### src/rtl/count_fifo.sv
// First-word fall-through FIFO for samples from a free-running counter.
// It tracks its fill level and counts writes that it rejects.
module count_fifo #(
   parameter int WIDTH = 8,
   parameter int DEPTH = 8   // power of two, >= 2
) (
   input  logic                     clk,
   input  logic                     rst_n,
   input  logic [WIDTH-1:0]         in_data,
   input  logic                     in_valid,
   output logic                     in_ready,
   output logic [WIDTH-1:0]         out_data,
   output logic                     out_valid,
   input  logic                     out_ready,
   output logic [$clog2(DEPTH):0]   level,
   output logic                     full,
   output logic                     empty,
   output logic [7:0]               drop_count
);

   localparam int AW = $clog2(DEPTH);
   localparam int LW = AW + 1;

   logic [WIDTH-1:0] r_mem [DEPTH];
   logic [AW-1:0]    r_wr_ptr;
   logic [AW-1:0]    r_rd_ptr;
   logic [LW-1:0]    r_level;
   logic [7:0]       r_drop_count;

   logic w_full;
   logic w_empty;
   logic w_push;
   logic w_pop;
   logic w_drop;

   // Valid/ready: a beat moves on a rising edge only when valid and ready are
   // both high that cycle. Ready and valid here are built from registered
   // state alone, so neither depends on the other side's handshake input.
   assign w_full  = (r_level == LW'(DEPTH));
   assign w_empty = (r_level == '0);
   assign w_push  = in_valid && !w_full;
   assign w_pop   = out_ready && !w_empty;
   assign w_drop  = in_valid && w_full;

   assign in_ready   = !w_full;
   assign out_valid  = !w_empty;
   assign out_data   = r_mem[r_rd_ptr];
   assign level      = r_level;
   assign full       = w_full;
   assign empty      = w_empty;
   assign drop_count = r_drop_count;

   // Storage is deliberately left out of reset; out_data is only meaningful
   // while out_valid is high.
   always_ff @(posedge clk) begin
      if (w_push) begin
         r_mem[r_wr_ptr] <= in_data;
      end
   end

   always_ff @(posedge clk or negedge rst_n) begin
      if (!rst_n) begin
         r_wr_ptr <= '0;
         r_rd_ptr <= '0;
      end else begin
         if (w_push) begin
            r_wr_ptr <= r_wr_ptr + AW'(1);
         end
         if (w_pop) begin
            r_rd_ptr <= r_rd_ptr + AW'(1);
         end
      end
   end

   always_ff @(posedge clk or negedge rst_n) begin
      if (!rst_n) begin
         r_level <= '0;
      end else begin
         case ({w_push, w_pop})
            2'b10:   r_level <= r_level + LW'(1);
            2'b01:   r_level <= r_level - LW'(1);
            default: r_level <= r_level;
         endcase
      end
   end

   // Saturates at 255 rather than wrapping.
   always_ff @(posedge clk or negedge rst_n) begin
      if (!rst_n) begin
         r_drop_count <= '0;
      end else if (w_drop && (r_drop_count != 8'hFF)) begin
         r_drop_count <= r_drop_count + 8'd1;
      end
   end

endmodule

### config.mk
export PLATFORM = sky130hd
export DESIGN_NAME = count_fifo
export DESIGN_NICKNAME = d
export VERILOG_FILES = /design/src/rtl/count_fifo.sv
export SDC_FILE = /design/constraint.sdc
export NUM_CORES = 1
export LEC_CHECK = 0
export CORE_MARGIN = 1
export CORE_UTILIZATION = 55
export CTS_BUF_LIST = sky130_fd_sc_hd__clkbuf_4 sky130_fd_sc_hd__clkbuf_8
export CTS_CLUSTER_SIZE = 14
export DETAILED_ROUTE_END_ITERATION = 10
export PLACE_DENSITY = 0.78
export SYNTH_ARGS = -nofsm -noshare
export SYNTH_HDL_FRONTEND = slang
export SYNTH_SLANG_ARGS = --single-unit
### constraint.sdc
create_clock -name clk -period 3.6 [get_ports clk]
set_input_delay 0.36 -clock clk [delete_from_list [all_inputs] [get_ports clk]]
set_output_delay 0.36 -clock clk [all_outputs]
set_load 0.01 [all_outputs]
==> flow_summary_export.csv, run 1 <==
group,metric,value,unit
routing,routed_via_density,5.66,
global_routing,grt_max_degree,19,
synthesis,syn_area,0.00343,mm^2
cts,cts-root-buf,"clkbuf_8",
synthesis,synth.area.top_cells,"edfxtp_1 (56%), dfrtp_1 (13%), mux4_2 (11%)",
routing,finalWirelength,5.83,mm
final_layout,layout-drive-gt1-share,0.218,
cts,cts_tree,"yes",
job,max-cap-violations,0,
synthesis,synth_top_area_cell,"edfxtp_1",
final_layout,nNetsFinal,262,
sta,fmax,363,MHz
floorplan,start_util,0.576,
power_and_ir_drop,p_leak,1.45,nW
synthesis,ys.flop_type,"edfxtp_1",
worst_setup_path,critPathLaunchType,"register",
cts,clk_pin_slew,90,ps
routing,drt_iter0_drc,72,
min_path,hold_class,"primary input to async pin",
floorplan,die_h,81.0,um
sta,tightest_slew,847,ps
synthesis,synth_top_area_frac,0.560,
worst_setup_path,crit_required,3240,ps
routing,wl_per_cell,18.0,um
synthesis,ys_seq_area_frac,0.691,
place,portBuffers,35,
sta,worst_slack,844,ps
global_routing,grt_util_all_layers,0.196,
power_and_ir_drop,cellPowerDensity,758,mW/mm^2
synthesis,synth.distinct_cells,33,
global_routing,grt_first_pass_wirelength,8.84,mm
sta,finClkSkew,12.3,ps
sta,fin_crit_sh,0.766,
synthesis,async_reset_ff_frac,0.220,
final_layout,post-route-util,0.688,
cts,cts.sinks,82,
sta,period_needed,2760,ps
worst_setup_path,critPathKind,"register to output pin",
cts,h-tree-depth,3,
sta,rsz0062_at_grt,"no",
sta,slew_headroom,0.433,
worst_setup_path,crit_path_max_fanout,18,
worst_setup_path,worstSetupEndpointType,"output pin",
synthesis,ys_ff_latch,82,
power_and_ir_drop,finalPower,0.00311,W
synthesis,synth_fp_nets,215,
outcome,status,"completed",
final_layout,syn2layout_area_growth,19.5,%
final_layout,diodes,0,
sta,hold_viol,0,
cts,cts_buffers,9,
cts,ctsHoldBuffers,0,
synthesis,syn_avg_cell_area,17.5,um^2
global_routing,grt_pass1_vias,1776,
floorplan,num_rows,28,
routing,vias,1827,
floorplan,io_pins,36,
global_routing,antenna_found_initial,0,
final_layout,n_fill_cell,427,
routing,drcViolationCount,0,
global_routing,grt-ovfl-total,0,
sta,slew_violations,0,
final_layout,mostFrequentLayoutCells,"edfxtp_1 (64), clkdlybuf4s50_1 (35), dfrtp_1 (18)",
cts,post_cts_buffers,0,
power_and_ir_drop,ir_drop,0.497,mV
synthesis,syn_inst,196,
place,place_congestion,0.744,
floorplan,die_area,0.00656,mm^2
cts,insertion_delay,340,ps
sta,fin_tns_setup,0,ps
floorplan,die_x,81.0,um
routing,dr.pass1.iters,4,
final_layout,final_common_cell,"edfxtp_1",
cts,cts_resized,0,
floorplan,core-area,0.00596,mm^2
place,pre_cts_slack,761,ps
cts,clockBufferDepth,2,
sta,setup_viol,0,
synthesis,synth_edf_count,64,
routing,ant_nets,0,
place,dp_hpwl,3.84,mm
worst_setup_path,cp.arrival,2400,ps
synthesis,yosysWarningCount,0,
-- area by class of cell --
cell class | count | area [um^2] | area share
clock buffers | 9 | 124 | 0.0302
inverters | 9 | 33.8 | 0.00824
repair buffers | 43 | 410 | 0.100
multi-input cells | 98 | 996 | 0.243
well taps | 75 | 93.8 | 0.0229
clock inverters | 7 | 68.8 | 0.0168
flip-flops and latches | 82 | 2370 | 0.579
-- metal layers --
metal | vias to the layer above | routed length, um | global-route usage
li1 | 844 | - | -
met1 | 932 | 2630 | 0.257
met2 | 39 | 2870 | 0.303
met3 | 12 | 194 | 0.0404
met4 | 0 | 129 | 0.120
met5 | - | 0 | 0
-- worst paths after layout --
path                            slack [ps]  cells after the start                 endpoint               startpoint
max in group asynchronous             2600                      1     level[2]$_DFFE_PN0P_                    rst_n
min in group clk                       520                      1  r_rd_ptr[0]$_DFFE_PN0P_  r_rd_ptr[0]$_DFFE_PN0P_
worst min-delay path                   480                      1     level[3]$_DFFE_PN0P_                    rst_n
worst max-delay path                   840                      3              out_data[1]  r_rd_ptr[1]$_DFFE_PN0P_
worst min register to register         520                      1  r_rd_ptr[0]$_DFFE_PN0P_  r_rd_ptr[0]$_DFFE_PN0P_
worst max register to register         960                      7     level[3]$_DFFE_PN0P_     level[1]$_DFFE_PN0P_
-- state kept, by name (all words and copies together), names as in the netlist --
register / flops
level: 4
r_rd_ptr: 3
r_mem: 64
drop_count: 8
r_wr_ptr: 3
-- Yosys cell counts, drive strengths merged (3+ instances only) --
cell	instances
xor2	4
edfxtp	64
clkbuf	3
nor3	5
nor2	7
mux4	16
xnor2	5
nand2b	4
mux2	15
inv	9
o21ai	4
nand2	12
dfrtp	18
nand3	4
ha	6
buf	4
-- cell families (layout without fill, tap and decap cells) --
kind of cell             count (synthesis)  in the layout  synth area share
flip-flops                              82             82             0.691
AND/OR/NAND/NOR                         43             43            0.0700
adder cells (fa/ha/maj)                  7              7            0.0277
multiplexers                            32             32             0.157
AO/OA/AOI/OAI                            7              7            0.0124
XOR/XNOR                                 9              9            0.0230
buffers and inverters                   16             68            0.0182
-- stage by stage --
stage | hold WS, ps | std cells | cell area (um^2)
after detailed placement | 500 | 307 | 3910
after global placement | 484 | 307 | 3910
final | 484 | 323 | 4100
after CTS | 510 | 323 | 4100
after floorplan | 64.4 | 196 | 3430
after global routing | 543 | 323 | 4100
-- report_power, final --
part	total (W)	internal, W	switching, W	leakage, nW
clock	0.000635	0.000319	0.000316	0.0970
combinational	0.00108	0.000638	0.000443	0.547
sequential	0.00139	0.00121	0.000184	0.802
total	0.00311	0.00216	0.000943	1.45
-- critical path: stages, from the launching register on --
cell and delay [ps]:
dfrtp_1 870, mux4_2 410, mux2_2 280, clkdlybuf4s50_1 480
Power figures use the tool's default switching activity.
==> run 2: changes to the inputs <==
- clock period: 3.6 -> 2.7 ns (I/O delays scaled with it)
==> run 2 against run 1 <==
Compared with the run above: die area stayed put; wire length rose by 1.3%; critical endpoint is now out_data[2]; design area increased by 2.7%; sequential power grew 32%; sequential share of layout area shrank 1.5 points; non-clock buffer count increased by 7; cell count is 2.2% higher.
==> flow_summary_export.csv, run 2 (synthesis results as in run 1) <==
group,metric,value,unit
sta,period_needed,2530,ps
cts,insertion_delay,340,ps
floorplan,core-area,0.00596,mm^2
final_layout,mostFrequentLayoutCells,"edfxtp_1 (64), clkdlybuf4s50_1 (35), dfrtp_1 (17)",
global_routing,antenna_found_initial,0,
routing,routed_via_density,5.55,
cts,clockBufferDepth,2,
floorplan,io_pins,36,
sta,fin_crit_sh,0.935,
global_routing,grt-ovfl-total,0,
final_layout,final_common_cell,"edfxtp_1",
sta,tightest_slew,825,ps
power_and_ir_drop,p_leak,1.50,nW
power_and_ir_drop,cellPowerDensity,1050,mW/mm^2
job,max-cap-violations,0,
sta,worst_slack,174,ps
worst_setup_path,r2r-start,"level[1]$_DFFE_PN0P_",
final_layout,syn2layout_area_growth,22.6,%
sta,slew_violations,0,
worst_setup_path,worstSetupEndpointType,"output pin",
sta,setup_viol,0,
place,portBuffers,35,
place,dp_hpwl,3.90,mm
sta,fin_tns_setup,0,ps
routing,dr.pass1.iters,4,
cts,ctsHoldBuffers,0,
worst_setup_path,crit_path_max_fanout,13,
cts,cts.sinks,82,
routing,ant_nets,0,
worst_setup_path,r2r_cells,8,
outcome,status,"completed",
place,place_area,0.00396,mm^2
worst_setup_path,r2r-end,"level[3]$_DFFE_PN0P_",
final_layout,largest_register_ffs,64,
routing,vias,1831,
final_layout,nNetsFinal,269,
floorplan,start_util,0.576,
routing,drt_iter0_drc,94,
routing,drcViolationCount,0,
final_layout,n_fill_cell,413,
global_routing,grt_pass1_vias,1847,
routing,wl_per_cell,17.9,um
power_and_ir_drop,finalPower,0.00440,W
worst_setup_path,crit_required,2430,ps
cts,h-tree-depth,3,
floorplan,die_x,81.0,um
final_layout,stdcell_area,0.00421,mm^2
power_and_ir_drop,ir_drop,0.724,mV
cts,clk_pin_slew,80,ps
floorplan,num_rows,28,
worst_setup_path,reg2reg_slack,230,ps
min_path,hold_class,"primary input to async pin",
global_routing,grt_util_all_layers,0.204,
final_layout,layout-drive-gt1-share,0.255,
floorplan,die_area,0.00656,mm^2
routing,finalWirelength,5.91,mm
sta,slew_headroom,0.448,
sta,rsz0062_at_grt,"no",
floorplan,die_h,81.0,um
final_layout,diodes,0,
place,place_congestion,0.747,
sta,hold_viol,0,
cts,cts_tree,"yes",
final_layout,regMostFlops,"r_mem",
sta,finClkSkew,7.84,ps
cts,cts-root-buf,"clkbuf_8",
place,pre_cts_slack,77.3,ps
global_routing,grt_max_degree,19,
worst_setup_path,critPathKind,"register to output pin",
sta,fmax,396,MHz
cts,cts_buffers,9,
worst_setup_path,cp.arrival,2260,ps
worst_setup_path,critPathLaunchType,"register",
global_routing,grt_first_pass_wirelength,9.28,mm
[run 2: power by group]
part	switching (W)	internal (W)
combinational	0.000628	0.000897
clock	0.000409	0.000634
sequential	0.000222	0.00161
total	0.00126	0.00314
[run 2: worst max-delay path, cell delays in order, from the launching register on]
cell,delay (ps)
dfrtp_1,340
buf_4,270
mux4_2,550
mux2_2,280
clkdlybuf4s50_1,470
[run 2: stage by stage]
stage	cells	util	hold WS [ps]
final	330	0.707	401
after global routing	330	0.707	474
after CTS	330	0.705	432
after detailed placement	314	0.665	512
after global placement	314	0.665	508
after floorplan	196	-	-25.6
[run 2: cell type report]
type,count,area (um^2),area share
repair buffers,50,463,0.110
multi-input cells,98,1000,0.238
well taps,75,93.8,0.0223
flip-flops and latches,82,2370,0.564
clock inverters,5,103,0.0244
clock buffers,11,139,0.0330
inverters,9,33.8,0.00803
[run 2: layer usage]
layer | vias to the layer above | global-route usage | share of wire
li1 | 861 | - | -
met1 | 910 | 0.250 | 0.43
met2 | 48 | 0.342 | 0.51
met3 | 12 | 0.0461 | 0.050
met4 | 0 | 0.102 | 0.014
met5 | - | 0 | 0
[run 2: how the worst max path moves through the flow]
stage / cells past startpoint / start / end / slack, ps
3_5_place_dp: 7 / level[1]$_DFFE_PN0P_ / level[3]$_DFFE_PN0P_ / 80
5_1_grt: 7 / level[1]$_DFFE_PN0P_ / level[3]$_DFFE_PN0P_ / 40
4_1_cts: 7 / level[1]$_DFFE_PN0P_ / level[3]$_DFFE_PN0P_ / 60
6_report: 4 / r_rd_ptr[0]$_DFFE_PN0P_ / out_data[2] / 170
3_3_place_gp: 7 / level[1]$_DFFE_PN0P_ / level[3]$_DFFE_PN0P_ / 200
2_1_floorplan: 8 / level[1]$_DFFE_PN0P_ / level[3]$_DFFE_PN0P_ / 130
[run 2: repair_timing]
| item | 4_1_cts | 5_1_grt |
|---|---|---|
| resized for setup | 1 | 3 |
| setup buffers | 0 | 0 |
| pin swaps | 0 | 0 |
| endpoints found under the hold margin | 0 | 0 |
| setup endpoints to repair | 1 | 1 |
==> run 3: changes to the inputs <==
--- a/config.mk
+++ b/config.mk
@@ -9,3 +9,3 @@
 export CORE_UTILIZATION = 55
-export CTS_BUF_LIST = sky130_fd_sc_hd__clkbuf_4 sky130_fd_sc_hd__clkbuf_8
+export CTS_BUF_LIST = sky130_fd_sc_hd__clkbuf_4
 export CTS_CLUSTER_SIZE = 14
==> constraint.sdc (replaced) <==
create_clock -name clk -period 2.7 [get_ports clk]
set_input_delay 0.54 -clock clk [delete_from_list [all_inputs] [get_ports clk]]
set_output_delay 0.54 -clock clk [all_outputs]
set_load 0.01 [all_outputs]
==> run 3 against run 2 <==
Compared with the run above: design area rose by 1.1%; cell count rose by 3.3%; largest cell class unchanged; register-to-register slack got worse by 40 ps; flip-flop and latch count did not move; via count rose by 3.0%; global-route usage rose by 0.68 points; clock skew rose by 6.2 ps.
==> flow_summary_export.csv, run 3 (synthesis results as in run 1) <==
group,metric,value,unit
outcome,status,"completed",
worst_setup_path,critPathLaunchType,"register",
final_layout,multiInputGateArea,996,um^2
routing,ant_nets,0,
worst_setup_path,cp.arrival,2080,ps
place,dp_hpwl,4.03,mm
power_and_ir_drop,ir_drop,0.639,mV
routing,dr.pass1.iters,4,
global_routing,grt_max_degree,19,
job,max-cap-violations,0,
worst_setup_path,worstSetupEndpointType,"output pin",
sta,fin_tns_setup,0,ps
worst_setup_path,reg2reg_slack,190,ps
final_layout,stdcell_count,341,
cts,cts-root-buf,"clkbuf_4",
floorplan,start_util,0.576,
cts,h-tree-depth,3,
sta,setup_viol,0,
sta,hold_viol,0,
floorplan,die_x,81.0,um
sta,fmax,381,MHz
cts,cts_tree,"yes",
global_routing,grt_first_pass_wirelength,9.53,mm
power_and_ir_drop,power_switching,0.00131,W
cts,cts.sinks,82,
final_layout,final_common_cell,"edfxtp_1",
worst_setup_path,r2r_cells,7,
power_and_ir_drop,p_leak,1.55,nW
final_layout,mostFrequentLayoutCells,"edfxtp_1 (64), clkdlybuf4s50_1 (27), buf_4 (21)",
final_layout,layout-drive-gt1-share,0.274,
min_path,hold_class,"primary input to async pin",
cts,clk_pin_slew,130,ps
floorplan,io_pins,36,
place,numPlacedInstances,321,
final_layout,diodes,0,
routing,finalWirelength,6.15,mm
sta,tightest_slew,606,ps
power_and_ir_drop,switching_share,0.306,
final_layout,nNetsFinal,280,
global_routing,grt_pass1_vias,1931,
routing,wl_per_cell,18.0,um
floorplan,die_h,81.0,um
cts,cts_buffers,9,
place,place_congestion,0.785,
global_routing,grt-ovfl-total,0,
cts,insertion_delay,400,ps
power_and_ir_drop,cellPowerDensity,1010,mW/mm^2
power_and_ir_drop,p_seq_frac,0.415,
final_layout,area.sequential,0.00237,mm^2
place,portBuffers,35,
final_layout,largest_register_ffs,64,
sta,finClkSkew,14.0,ps
worst_setup_path,critPathKind,"register to output pin",
sta,slew_headroom,0.590,
worst_setup_path,crit_required,2160,ps
sta,holdWs,438,ps
routing,routed_via_density,5.53,
routing,vias,1886,
cts,ctsHoldBuffers,0,
floorplan,core-area,0.00596,mm^2
cts,clockBufferDepth,2,
worst_setup_path,crit_path_max_fanout,5,
power_and_ir_drop,combPwrFrac,0.402,
power_and_ir_drop,finalPower,0.00428,W
sta,period_needed,2620,ps
sta,slew_violations,0,
global_routing,antenna_found_initial,0,
sta,rsz0062_at_grt,"yes",
sta,fin_crit_sh,0.972,
final_layout,n_fill_cell,399,
final_layout,regMostFlops,"r_mem",
final_layout,syn2layout_area_growth,24.0,%
power_and_ir_drop,p_clk_frac,0.183,
global_routing,grt_util_all_layers,0.211,
floorplan,die_area,0.00656,mm^2
routing,drt_iter0_drc,77,
routing,drcViolationCount,0,
floorplan,num_rows,28,
power_and_ir_drop,intPower,0.00297,W
## run 3: cell count changes in the layout (fill, tap and decap cells not counted), sizes merged
cell and delta:
clkdlybuf4s50 -8, bufinv -1, clkinv +3, buf +11, clkdlybuf4s15 +6, dlygate4sd2 +2, clkbuf -2
## run 3: power groups by stage
stage                     logic, W  clock network, W  registers (W)
after floorplan           0.000957                 0        0.00178
after global placement     0.00165                 0        0.00179
after detailed placement   0.00169                 0        0.00180
after CTS                  0.00171          0.000794        0.00178
after global routing       0.00188          0.000844        0.00180
final                      0.00172          0.000785        0.00178
## run 3: timing repair
item | in CTS | in global routing
cloned | 1 | 0
setup endpoints to repair | 8 | 7
resized for setup | 11 | 7
setup buffers | 2 | 1
## run 3: per-layer routing
metal	global-route usage	part of all wire	vias to the layer above	wire length [um]
li1	-	-	885	-
met3	0.0416	0.044	14	270
met5	0	0	-	0
met1	0.240	0.41	934	2510
met2	0.365	0.53	53	3250
met4	0.132	0.019	0	115
## run 3: critical path, cell delays in order (launching register included)
cell and delay, ps:
dfrtp_2 410, buf_4 120, buf_6 120, mux4_2 490, mux2_2 270, dlygate4sd2_1 280
## run 3: path summary, 6_finish.rpt
kind,startpoint,end
min in group clk,r_wr_ptr[0]$_DFFE_PN0P_,r_wr_ptr[0]$_DFFE_PN0P_
min reg2reg,r_wr_ptr[0]$_DFFE_PN0P_,r_wr_ptr[0]$_DFFE_PN0P_
max in group asynchronous,rst_n,r_rd_ptr[0]$_DFFE_PN0P_
max reg2reg,level[1]$_DFFE_PN0P_,level[3]$_DFFE_PN0P_
min,rst_n,level[1]$_DFFE_PN0P_
max,r_rd_ptr[0]$_DFFE_PN0P_,out_data[0]
## run 3: through the flow
stage | area, um^2 | worst slack [ps] | util
after detailed placement | 4040 | 125 | 0.678
after CTS | 4240 | 22.8 | 0.711
final | 4250 | 76.1 | 0.714
after global placement | 4040 | 200 | 0.678
after global routing | 4250 | -11.0 | 0.714
after floorplan | 3430 | 128 | -
## run 3: area by class of cell
class,instances,area share
clock buffers,9,0.0159
clock inverters,7,0.0221
inverters,9,0.00794
multi-input cells,98,0.234
flip-flops and latches,82,0.558
well taps,75,0.0221
repair buffers,61,0.140
